File: config.mk
export PLATFORM = sky130hd
export DESIGN_NAME = alu_multicycle
export DESIGN_NICKNAME = d
export VERILOG_FILES = /design/src/rtl/alu_multicycle.sv
export SDC_FILE = /design/constraint.sdc
export NUM_CORES = 1
export LEC_CHECK = 0
export CORE_AREA = 4 4 146 288
export CTS_CLUSTER_SIZE = 25
export DETAILED_ROUTE_END_ITERATION = 12
export DIE_AREA = 0 0 150 292
export HOLD_SLACK_MARGIN = 0.03
export PLACE_DENSITY = 0.69
export SETUP_SLACK_MARGIN = 0.02
export SYNTH_ARGS = -nofsm -noshare
export SYNTH_HDL_FRONTEND = slang
export SYNTH_SLANG_ARGS = --single-unit
File: constraint.sdc
create_clock -name clk -period 17.7 [get_ports clk]
set_clock_uncertainty 0.05 [all_clocks]
set_input_delay 1.77 -clock clk [delete_from_list [all_inputs] [get_ports clk]]
set_output_delay 1.77 -clock clk [all_outputs]
set_load 0.02 [all_outputs]
File: src/rtl/alu_multicycle.sv
// Execution unit: single-cycle add/sub/and/or/sll/srl, iterative mul/div with start/busy/done handshake.
// Optional remainder output port enabled by defining ALU_MULTICYCLE_REMAINDER_EN.
module alu_multicycle #(
  parameter int WIDTH   = 32,
  parameter int SHAMT_W = 5
) (
  input  logic             clk,
  input  logic             rst,
  input  logic             start,
  input  logic [2:0]       ALUSel,
  input  logic [WIDTH-1:0] a,
  input  logic [WIDTH-1:0] b,
  output logic [WIDTH-1:0] result,
  output logic             zero,
  output logic             busy,
  output logic             done,
  output logic             div_by_zero
`ifdef ALU_MULTICYCLE_REMAINDER_EN
  ,
  output logic [WIDTH-1:0] remainder
`endif
);

  localparam int CNT_W = $clog2(WIDTH + 1);

  typedef enum logic [1:0] {
    ST_IDLE = 2'd0,
    ST_MUL  = 2'd1,
    ST_DIV  = 2'd2
  } state_t;

  state_t           r_state;
  state_t           w_state_nxt;
  logic [WIDTH-1:0] r_op_a;
  logic [WIDTH-1:0] r_op_b;
  logic [WIDTH-1:0] r_acc;
  logic [CNT_W-1:0] r_cnt;
  logic [WIDTH-1:0] w_op_a_nxt;
  logic [WIDTH-1:0] w_op_b_nxt;
  logic [WIDTH-1:0] w_acc_nxt;
  logic [CNT_W-1:0] w_cnt_nxt;
  logic             r_busy;
  logic             w_busy_nxt;
  logic [WIDTH-1:0] r_result;
  logic             r_zero;
  logic             r_done;
  logic             r_dbz;
  logic             w_fin;
  logic [WIDTH-1:0] w_fin_val;
  logic             w_fin_dbz;
  logic [WIDTH-1:0] w_mul_sum;
  logic [WIDTH-1:0] w_div_sh;
  logic             w_div_ge;
  logic [WIDTH-1:0] w_div_sub;
`ifdef ALU_MULTICYCLE_REMAINDER_EN
  logic [WIDTH-1:0] r_rem_out;
  logic [WIDTH-1:0] w_fin_rem;
`endif

  // Multiplier and divider datapath: r_op_a/r_op_b/r_acc are shared between both iterative ops.
  assign w_mul_sum = r_acc + (r_op_b[0] ? r_op_a : '0);
  assign w_div_sh  = {r_acc[WIDTH-2:0], r_op_a[WIDTH-1]};
  // Shifted remainder is WIDTH+1 bits; a set top bit always exceeds the divisor.
  assign w_div_ge  = r_acc[WIDTH-1] | (w_div_sh >= r_op_b);
  assign w_div_sub = w_div_sh - r_op_b;

  // Next-state, operand-latch and completion decode.
  always_comb begin
    w_state_nxt = r_state;
    w_op_a_nxt  = r_op_a;
    w_op_b_nxt  = r_op_b;
    w_acc_nxt   = r_acc;
    w_cnt_nxt   = r_cnt;
    w_busy_nxt  = r_busy;
    w_fin       = 1'b0;
    w_fin_val   = '0;
    w_fin_dbz   = 1'b0;
`ifdef ALU_MULTICYCLE_REMAINDER_EN
    w_fin_rem   = '0;
`endif
    case (r_state)
      ST_IDLE: begin
        if (start) begin
          w_fin = 1'b1;
          case (ALUSel)
            3'b000: w_fin_val = a + b;
            3'b001: w_fin_val = a - b;
            3'b010: begin
              w_fin       = 1'b0;
              w_op_a_nxt  = a;
              w_op_b_nxt  = b;
              w_acc_nxt   = '0;
              w_cnt_nxt   = CNT_W'(WIDTH);
              w_busy_nxt  = 1'b1;
              w_state_nxt = ST_MUL;
            end
            3'b011: begin
              if (b == '0) begin
                w_fin_val = '1;
                w_fin_dbz = 1'b1;
`ifdef ALU_MULTICYCLE_REMAINDER_EN
                w_fin_rem = a;
`endif
              end else begin
                w_fin       = 1'b0;
                w_op_a_nxt  = a;
                w_op_b_nxt  = b;
                w_acc_nxt   = '0;
                w_cnt_nxt   = CNT_W'(WIDTH);
                w_busy_nxt  = 1'b1;
                w_state_nxt = ST_DIV;
              end
            end
            3'b100: w_fin_val = a & b;
            3'b101: w_fin_val = a | b;
            3'b110: w_fin_val = a << b[SHAMT_W-1:0];
            3'b111: w_fin_val = a >> b[SHAMT_W-1:0];
            default: w_fin_val = '0;
          endcase
        end else begin
          w_state_nxt = ST_IDLE;
        end
      end
      ST_MUL: begin
        w_acc_nxt  = w_mul_sum;
        w_op_a_nxt = r_op_a << 1;
        w_op_b_nxt = r_op_b >> 1;
        w_cnt_nxt  = r_cnt - CNT_W'(1);
        if (r_cnt == CNT_W'(1)) begin
          w_fin       = 1'b1;
          w_fin_val   = w_mul_sum;
          w_busy_nxt  = 1'b0;
          w_state_nxt = ST_IDLE;
        end else begin
          w_state_nxt = ST_MUL;
        end
      end
      ST_DIV: begin
        w_acc_nxt  = w_div_ge ? w_div_sub : w_div_sh;
        w_op_a_nxt = {r_op_a[WIDTH-2:0], w_div_ge};
        w_cnt_nxt  = r_cnt - CNT_W'(1);
        if (r_cnt == CNT_W'(1)) begin
          w_fin       = 1'b1;
          w_fin_val   = {r_op_a[WIDTH-2:0], w_div_ge};
`ifdef ALU_MULTICYCLE_REMAINDER_EN
          w_fin_rem   = w_div_ge ? w_div_sub : w_div_sh;
`endif
          w_busy_nxt  = 1'b0;
          w_state_nxt = ST_IDLE;
        end else begin
          w_state_nxt = ST_DIV;
        end
      end
      default: begin
        w_busy_nxt  = 1'b0;
        w_state_nxt = ST_IDLE;
      end
    endcase
  end

  // FSM state register.
  always_ff @(posedge clk) begin
    if (rst) begin
      r_state <= ST_IDLE;
    end else begin
      r_state <= w_state_nxt;
    end
  end

  // Iteration registers and registered outputs.
  always_ff @(posedge clk) begin
    if (rst) begin
      r_op_a   <= '0;
      r_op_b   <= '0;
      r_acc    <= '0;
      r_cnt    <= '0;
      r_busy   <= 1'b0;
      r_done   <= 1'b0;
      r_result <= '0;
      r_zero   <= 1'b1;
      r_dbz    <= 1'b0;
`ifdef ALU_MULTICYCLE_REMAINDER_EN
      r_rem_out <= '0;
`endif
    end else begin
      r_op_a <= w_op_a_nxt;
      r_op_b <= w_op_b_nxt;
      r_acc  <= w_acc_nxt;
      r_cnt  <= w_cnt_nxt;
      r_busy <= w_busy_nxt;
      r_done <= w_fin;
      if (w_fin) begin
        r_result <= w_fin_val;
        r_zero   <= (w_fin_val == '0);
        r_dbz    <= w_fin_dbz;
`ifdef ALU_MULTICYCLE_REMAINDER_EN
        r_rem_out <= w_fin_rem;
`endif
      end
    end
  end

  assign result      = r_result;
  assign zero        = r_zero;
  assign busy        = r_busy;
  assign done        = r_done;
  assign div_by_zero = r_dbz;
`ifdef ALU_MULTICYCLE_REMAINDER_EN
  assign remainder   = r_rem_out;
`endif

endmodule

Word level (Yosys, flattened, before mapping)
Index checks and enable logic that the tools add are counted.
Word-level totals
  register bits after elaboration: 140
  output and inout port bits: 36
  logic and storage cells: 93
Cells by class
  add/sub/neg operators: 5
  order comparisons: 1
  equality and inequality tests: 16
  shift operators: 2
  mux-type cells: 43
  bitwise operators: 3
  reduce and logical (&&, ||, !) cells: 13
Operators by type and width (number)
  two-way mux 32 bit: 12
  one-hot mux 32 bit (3 select lines): 3
  one-hot mux 32 bit (2 select lines): 4
  one-hot mux 32 bit (7 select lines): 1
  adder 32 bit: 2
  logical NOT 32 bit: 2
  subtractor 32 bit: 2
  AND 32 bit: 1
  greater-or-equal comparator 32 bit: 1
  bitwise OR 32 bit: 1
  << shifter 32 x 5 -> 32 bit: 1
  right shift 32 x 5 -> 32 bit: 1
  one-hot mux 6 bit (2 select lines): 2
  AND reduction 4 bit: 4
  == test 3 bit, second input constant: 4
  two-way mux 6 bit: 2
  two-way mux 1 bit: 10
  one-hot mux 1 bit (2 select lines): 4
  == test 3 x 2 -> 1 bit, second input constant: 2
  == test 6 x 1 -> 1 bit, second input constant: 1
  two-way mux 2 bit: 3
  one-hot mux 2 bit (3 select lines): 1
  subtractor 6 x 1 -> 6 bit, second input constant: 1
  inequality test 4 x 2 -> 1 bit, second input constant: 1
  other kinds (16): 17

Longest topological paths before layout
  word-level depth: 6
  depth in mapped cells: 24
  depth with buffers taken out: 19

Worst setup path after synthesis
OpenSTA, ideal clock, no wires.
  kind: input port to flip-flop
  start point: input port b[0]
  end point: register r_zero, in the netlist zero
  library setup time: 0.087 ns
  arrival: 6.887 ns
  required time: 17.563 ns
  slack: 10.676 ns
  stages: 22
  cells stage by stage: buf_4 buf_6 inv_2 buf_2 clkbuf_1 ha_1 nor4b_1 nand4b_1 o41ai_1 xor2_1 ha_1 and4_1 and3_1 a22oi_1 nand3_1 a2111oi_0 xor2_1 nor2_1 a211oi_1 nand4_1 or4_1 o31ai_1
Between the ends
  longest elaborated chain between the ends: 6
RTL lines
  start: declaration: RTL line 12  | input logic [WIDTH-1:0] b,
  branches (longest 6 deep; another with subtractor 32 bit)
  end signal: assignment: RTL line 194  | r_zero <= (w_fin_val == '0);
  end: declaration: RTL line 45  | logic r_zero;
Several ways; the timed one is not identified.
A chain may end at the register's enable or synchronous reset.

Final worst setup path
  start point: input port ALUSel[2]
  end point: register r_zero, in the netlist zero
Between the ends
  longest elaborated chain between the ends: 5
RTL lines
  start: declaration: RTL line 10  | input logic [2:0] ALUSel,
  == test 3 bit, or another cell as far along: RTL line 85  | case (ALUSel)
  one-hot mux 32 bit (7 select lines): RTL line 85
  two-way mux 32 bit: RTL line 83  | if (start) begin
  one-hot mux 32 bit (3 select lines): RTL line 81  | case (r_state)
  logical NOT 32 bit: RTL line 194
Parallel ways exist; a longest one is shown, timed or not.

==> metrics.sh <==
WORST_PATH_LARGEST_CELL_DELAY_PS=770
ROOT_BUFFER='sky130_fd_sc_hd__clkbuf_16'
ANTENNA_CELLS=0
VIAS=19800
FIRST_PASS_GRT_WIRE_LENGTH_MM=129
R2R.WORST_PATH.CELLS=13
CLOCK-SINKS=140
CTS_TREE='done'
MIN_PATH_CELLS=2
TIMING.HOLD.WORST_ENDPOINT='div_by_zero$_SDFFE_PP0P_'
MIN_CLOCK_PERIOD_POST_ROUTE_PS=7810
FP-ROW-COUNT=103
DESIGN.FINAL.NETS=2506
FIN_CRIT_SH_PCT=44.1
TIMING.MAX_CAP.VIOLATIONS=0
NUMBER_OF_GLOBAL_ROUTE_VIAS_BEFORE_REPAIR=19500
ENDPOINT_KIND_OF_THE_WORST_SETUP_TIMING_PATH='flop'
FILLERS=4117
FIN_TNS_SETUP_PS=0
ROUTE.FINAL.WIRE_LENGTH_MM=89.2
WORST_SETUP_HOLD_PATH_CLK_SLEW_PS=60
NUMPORTBUFFERS=105
FAILED_CHECKS='DRC'
AREA.GROWTH.SYNTH_TO_FINAL_PCT=10.5
RESIDUAL_OVERFLOW_FROM_GLOBAL_ROUTING=0
DIE_HEIGHT_MICRONS=292
MAXIMUM_CLOCK_PATH_BUFFER_COUNT=2
DETAILED_PLACEMENT_HPWL_MM=70.2
ROUTE.DETAILED.DRC=1
POST_ROUTE_CELLS_DRIVE_ABOVE_1_SHARE_PCT=7.66
UNREPAIRED_SETUP_ENDPOINTS_AFTER_GLOBAL_ROUTING='no'
MAX_SLEW_MARGIN_PCT=11.6
WORST_SETUP_PATH_START_KIND='primary input'
START_UTIL_PCT=44.7
FIN_AREA_SQ_UM=19600
STATUS='finished, violations left'
POST_CTS_RESIZE_COUNT=0
POST_CTS_HOLD_BUFFER_COUNT=0
DRT_FIRST_ITER_VIOLATIONS=1955
PWR_DENSITY_CELL_nW_PER_UM2=67.2
GP_CONGESTION=1.07
CTS_MAX_LEVEL=4
POST_SYNTH_EDFFS=0
HOLDCRITPATHCLASS='flop to flop'
TIMING.FINAL.HOLD_VIOLATIONS=0
WL_PER_CELL_MICRONS=31.1
ASR_FLOP_RATIO_SYNTH_PCT=0
LAYOUT.CELLS.MOST_COMMON_LIST='233 x sky130_fd_sc_hd__nor2_1, 205 x sky130_fd_sc_hd__nand2_1, 194 x sky130_fd_sc_hd__a21oi_1'
NUMBER_OF_NETS_WITH_ANTENNA_VIOLATIONS_AFTER_DETAILED_ROUTING=0
INSERTION_DELAY_TO_THE_LATER_SINK_OF_THE_WORST_SKEW_PAIR_PS=440
CP.REQUIRED_PS=17990
CRIT_CHAIN='clkdlybuf4s50_1 -> nor2_1 -> and2_1 -> nor2_1 -> xnor2_1 -> ha_1 -> nor2b_1 -> o31ai_1 -> a211oi_1 -> nor3_1 -> nor3b_1 -> a2111oi_0 -> nand2_1 -> nor4_1 -> nand3_1 -> or4_1 -> o31ai_1'
YS.FLOP_TYPE='sky130_fd_sc_hd__dfxtp_1'
MOST_COMMON_CELL_AFTER_LAYOUT_FILL_AND_TAPS_ASIDE='sky130_fd_sc_hd__nor2_1'
VIAS_PER_CELL=6.92
AVGSYNTHCELLAREA_SQ_UM=7.55
YOSYSWARNINGCOUNT=0
FP.COREAREA_SQ_UM=39700
MAXCLOCKFREQUENCY_MHz=128
SLOWEST_CELL_ON_THE_CRITICAL_PATH='sky130_fd_sc_hd__o31ai_1'
CRITICAL_PATH.REG2REG.ENDPOINT='zero$_SDFFE_PP1P_'
TYPE_OF_THE_SETUP_PATH_WITH_THE_LEAST_SLACK='primary input to flop'
BOUNDARYPINS=106
CRIT_FANOUT=20
FINALMAXSLEWVIOLATIONS=0
SYNTH.FF_LATCH_COUNT=140
INSERTED_CLOCK_BUFFERS=17
CTS_POST_SETUP_BUFFERS_INSERTED=0
CRITPATHARRIVALTIME_PS=8110
GRT_ANTENNA_BEFORE_REPAIR=4
DIE_W_MICRONS=150
POSTLAYOUTCOREUTIL_PCT=49.4
SYN-CELL-AREA_SQ_UM=17700
REGTOREGSTARTPOINT='r_op_b[0]$_SDFFE_PP0P_'
PLACEMENT.CELL_AREA_SQ_UM=19000
SLACK_OF_THE_WORST_REG_TO_REG_PATH_PS=12180
LARGEST_VDD_SUPPLY_DROP_mV=0.0704
PROPORTION_OF_SYNTHESIZED_CHIP_AREA_IN_SEQUENTIAL_CELLS_PCT=15.8
TIMING.HOLD.WORST.START='div_by_zero$_SDFFE_PP0P_'
TIGHTESTPINTRANSITION_PS=1290
SYNTHESIZED_INSTANCE_COUNT=2351
POWER.STATIC_LEAKAGE_nW=7.60
SETUP-VIOLATIONS-FINAL=0
GLOBAL_ROUTE_USAGE_SUM_PCT=39.8
SYNTHDISTINCTLIBCELLS=90
MAPPEDNETLISTNETS=2529
DIE-AREA_SQ_UM=43800
DRT_PRE_ANTENNA_ITERS=12
GRT_START_MAX_NET_PINS=67
[cells by family after synthesis]
group	after synthesis	synth area share (%)
AO/OA/AOI/OAI	749	28.2
flip-flops	140	15.8
buffers and inverters	262	6.00
AND/OR/NAND/NOR	774	21.0
multiplexers	187	14.6
adder cells (fa/ha/maj)	134	9.21
XOR/XNOR	105	5.18
[power by group]
| group | internal, mW | switching (mW) |
|---|---|---|
| clock | 0.216 | 0.147 |
| sequential | 0.338 | 0.0263 |
| combinational | 0.213 | 0.378 |
[cell usage after synthesis (11+ instances only)]
cell / n / share of area [%]
sky130_fd_sc_hd__o31ai_1: 14 / 0.59
sky130_fd_sc_hd__mux2i_1: 110 / 6.2
sky130_fd_sc_hd__o21bai_1: 12 / 0.51
sky130_fd_sc_hd__mux4_2: 49 / 6.2
sky130_fd_sc_hd__mux2_2: 23 / 1.5
sky130_fd_sc_hd__nor2_1: 234 / 5.0
sky130_fd_sc_hd__o21ai_0: 125 / 3.5
sky130_fd_sc_hd__nand2b_1: 13 / 0.46
sky130_fd_sc_hd__ha_1: 105 / 7.4
sky130_fd_sc_hd__and3_1: 38 / 1.3
sky130_fd_sc_hd__nor3_1: 46 / 1.3
sky130_fd_sc_hd__nor2b_1: 22 / 0.78
sky130_fd_sc_hd__a31oi_1: 22 / 0.78
sky130_fd_sc_hd__o21a_1: 22 / 0.93
sky130_fd_sc_hd__a21o_1: 43 / 1.8
sky130_fd_sc_hd__nor3b_1: 18 / 0.76
sky130_fd_sc_hd__a211oi_1: 77 / 3.3
sky130_fd_sc_hd__maj3_1: 26 / 1.5
sky130_fd_sc_hd__and2_1: 43 / 1.5
sky130_fd_sc_hd__a21oi_1: 195 / 5.5
sky130_fd_sc_hd__o22ai_1: 23 / 0.81
sky130_fd_sc_hd__a221oi_1: 45 / 2.2
sky130_fd_sc_hd__buf_2: 17 / 0.48
sky130_fd_sc_hd__dfxtp_1: 140 / 16
sky130_fd_sc_hd__clkbuf_1: 151 / 3.2
sky130_fd_sc_hd__nand2_1: 205 / 4.3
sky130_fd_sc_hd__o211ai_1: 27 / 1.1
sky130_fd_sc_hd__xnor2_1: 59 / 2.9
sky130_fd_sc_hd__buf_1: 14 / 0.30
sky130_fd_sc_hd__nand3_1: 67 / 1.9
sky130_fd_sc_hd__inv_1: 66 / 1.4
sky130_fd_sc_hd__xor2_1: 46 / 2.3
sky130_fd_sc_hd__nor4_1: 11 / 0.39
sky130_fd_sc_hd__a22oi_1: 37 / 1.6
sky130_fd_sc_hd__nand4_1: 22 / 0.78
sky130_fd_sc_hd__or3_1: 12 / 0.42
[how the worst max path moves through the flow]
| stage | slack (ps) | endpoint | from |
|---|---|---|---|
| 6_report | 9890 | zero$_SDFFE_PP1P_ | ALUSel[2] |
| 5_1_grt | 9590 | zero$_SDFFE_PP1P_ | b[1] |
| 4_1_cts | 10060 | zero$_SDFFE_PP1P_ | b[1] |
| 3_5_place_dp | 9690 | zero$_SDFFE_PP1P_ | b[1] |
| 3_3_place_gp | 9730 | zero$_SDFFE_PP1P_ | b[1] |
| 2_1_floorplan | 10680 | zero$_SDFFE_PP1P_ | b[0] |
[per-stage QoR]
stage / cells / power, mW / worst slack, ps / hold slack (ps)
final: 2863 / 1.32 / 9890 / 419
after global routing: 2863 / 1.36 / 9590 / 441
after CTS: 2862 / 1.30 / 10060 / 419
after detailed placement: 2833 / 0.938 / 9690 / 409
after global placement: 2833 / 0.936 / 9730 / 394
after floorplan: 2351 / 0.735 / 10680 / 395
[state kept, by name (all words and copies together) (netlist names)]
register / count
r_acc: 32
r_op_a: 32
r_op_b: 32
result: 32
r_cnt: 6
r_state: 2
busy: 1
div_by_zero: 1
done: 1
zero: 1
[routing by layer]
| metal | vias to the layer above | GRT usage, % | wire, microns | part of all wire, % |
|---|---|---|---|---|
| met3 | 435 | 7.08 | 6560 | 7.4 |
| met4 | 4 | 39.4 | 11200 | 13 |
| met1 | 9420 | 40.1 | 28700 | 32 |
| met2 | 1131 | 66.7 | 42700 | 48 |
| li1 | 8818 | - | - | - |
| met5 | - | 0 | 26 | 0.029 |
[layout make-up]
| type | count | area [sq um] | area share [%] |
|---|---|---|---|
| multi-input cells | 1949 | 13900 | 71.1 |
| flip-flops and latches | 140 | 2800 | 14.3 |
| clock buffers | 22 | 474 | 2.42 |
| well taps | 525 | 657 | 3.35 |
| inverters | 68 | 255 | 1.30 |
| clock inverters | 7 | 91.3 | 0.466 |
| repair buffers | 152 | 1380 | 7.05 |
[worst max-delay path: cells and delay by family]
kind	cells	cell delay, ps
AOI/OAI and AO/OA	4	1870
xor gates and xnor gates	1	220
adders and majority gates	1	300
buffers and inverters	1	710
and+or+nand+nor	10	3200
Power figures use the tool's default switching activity.
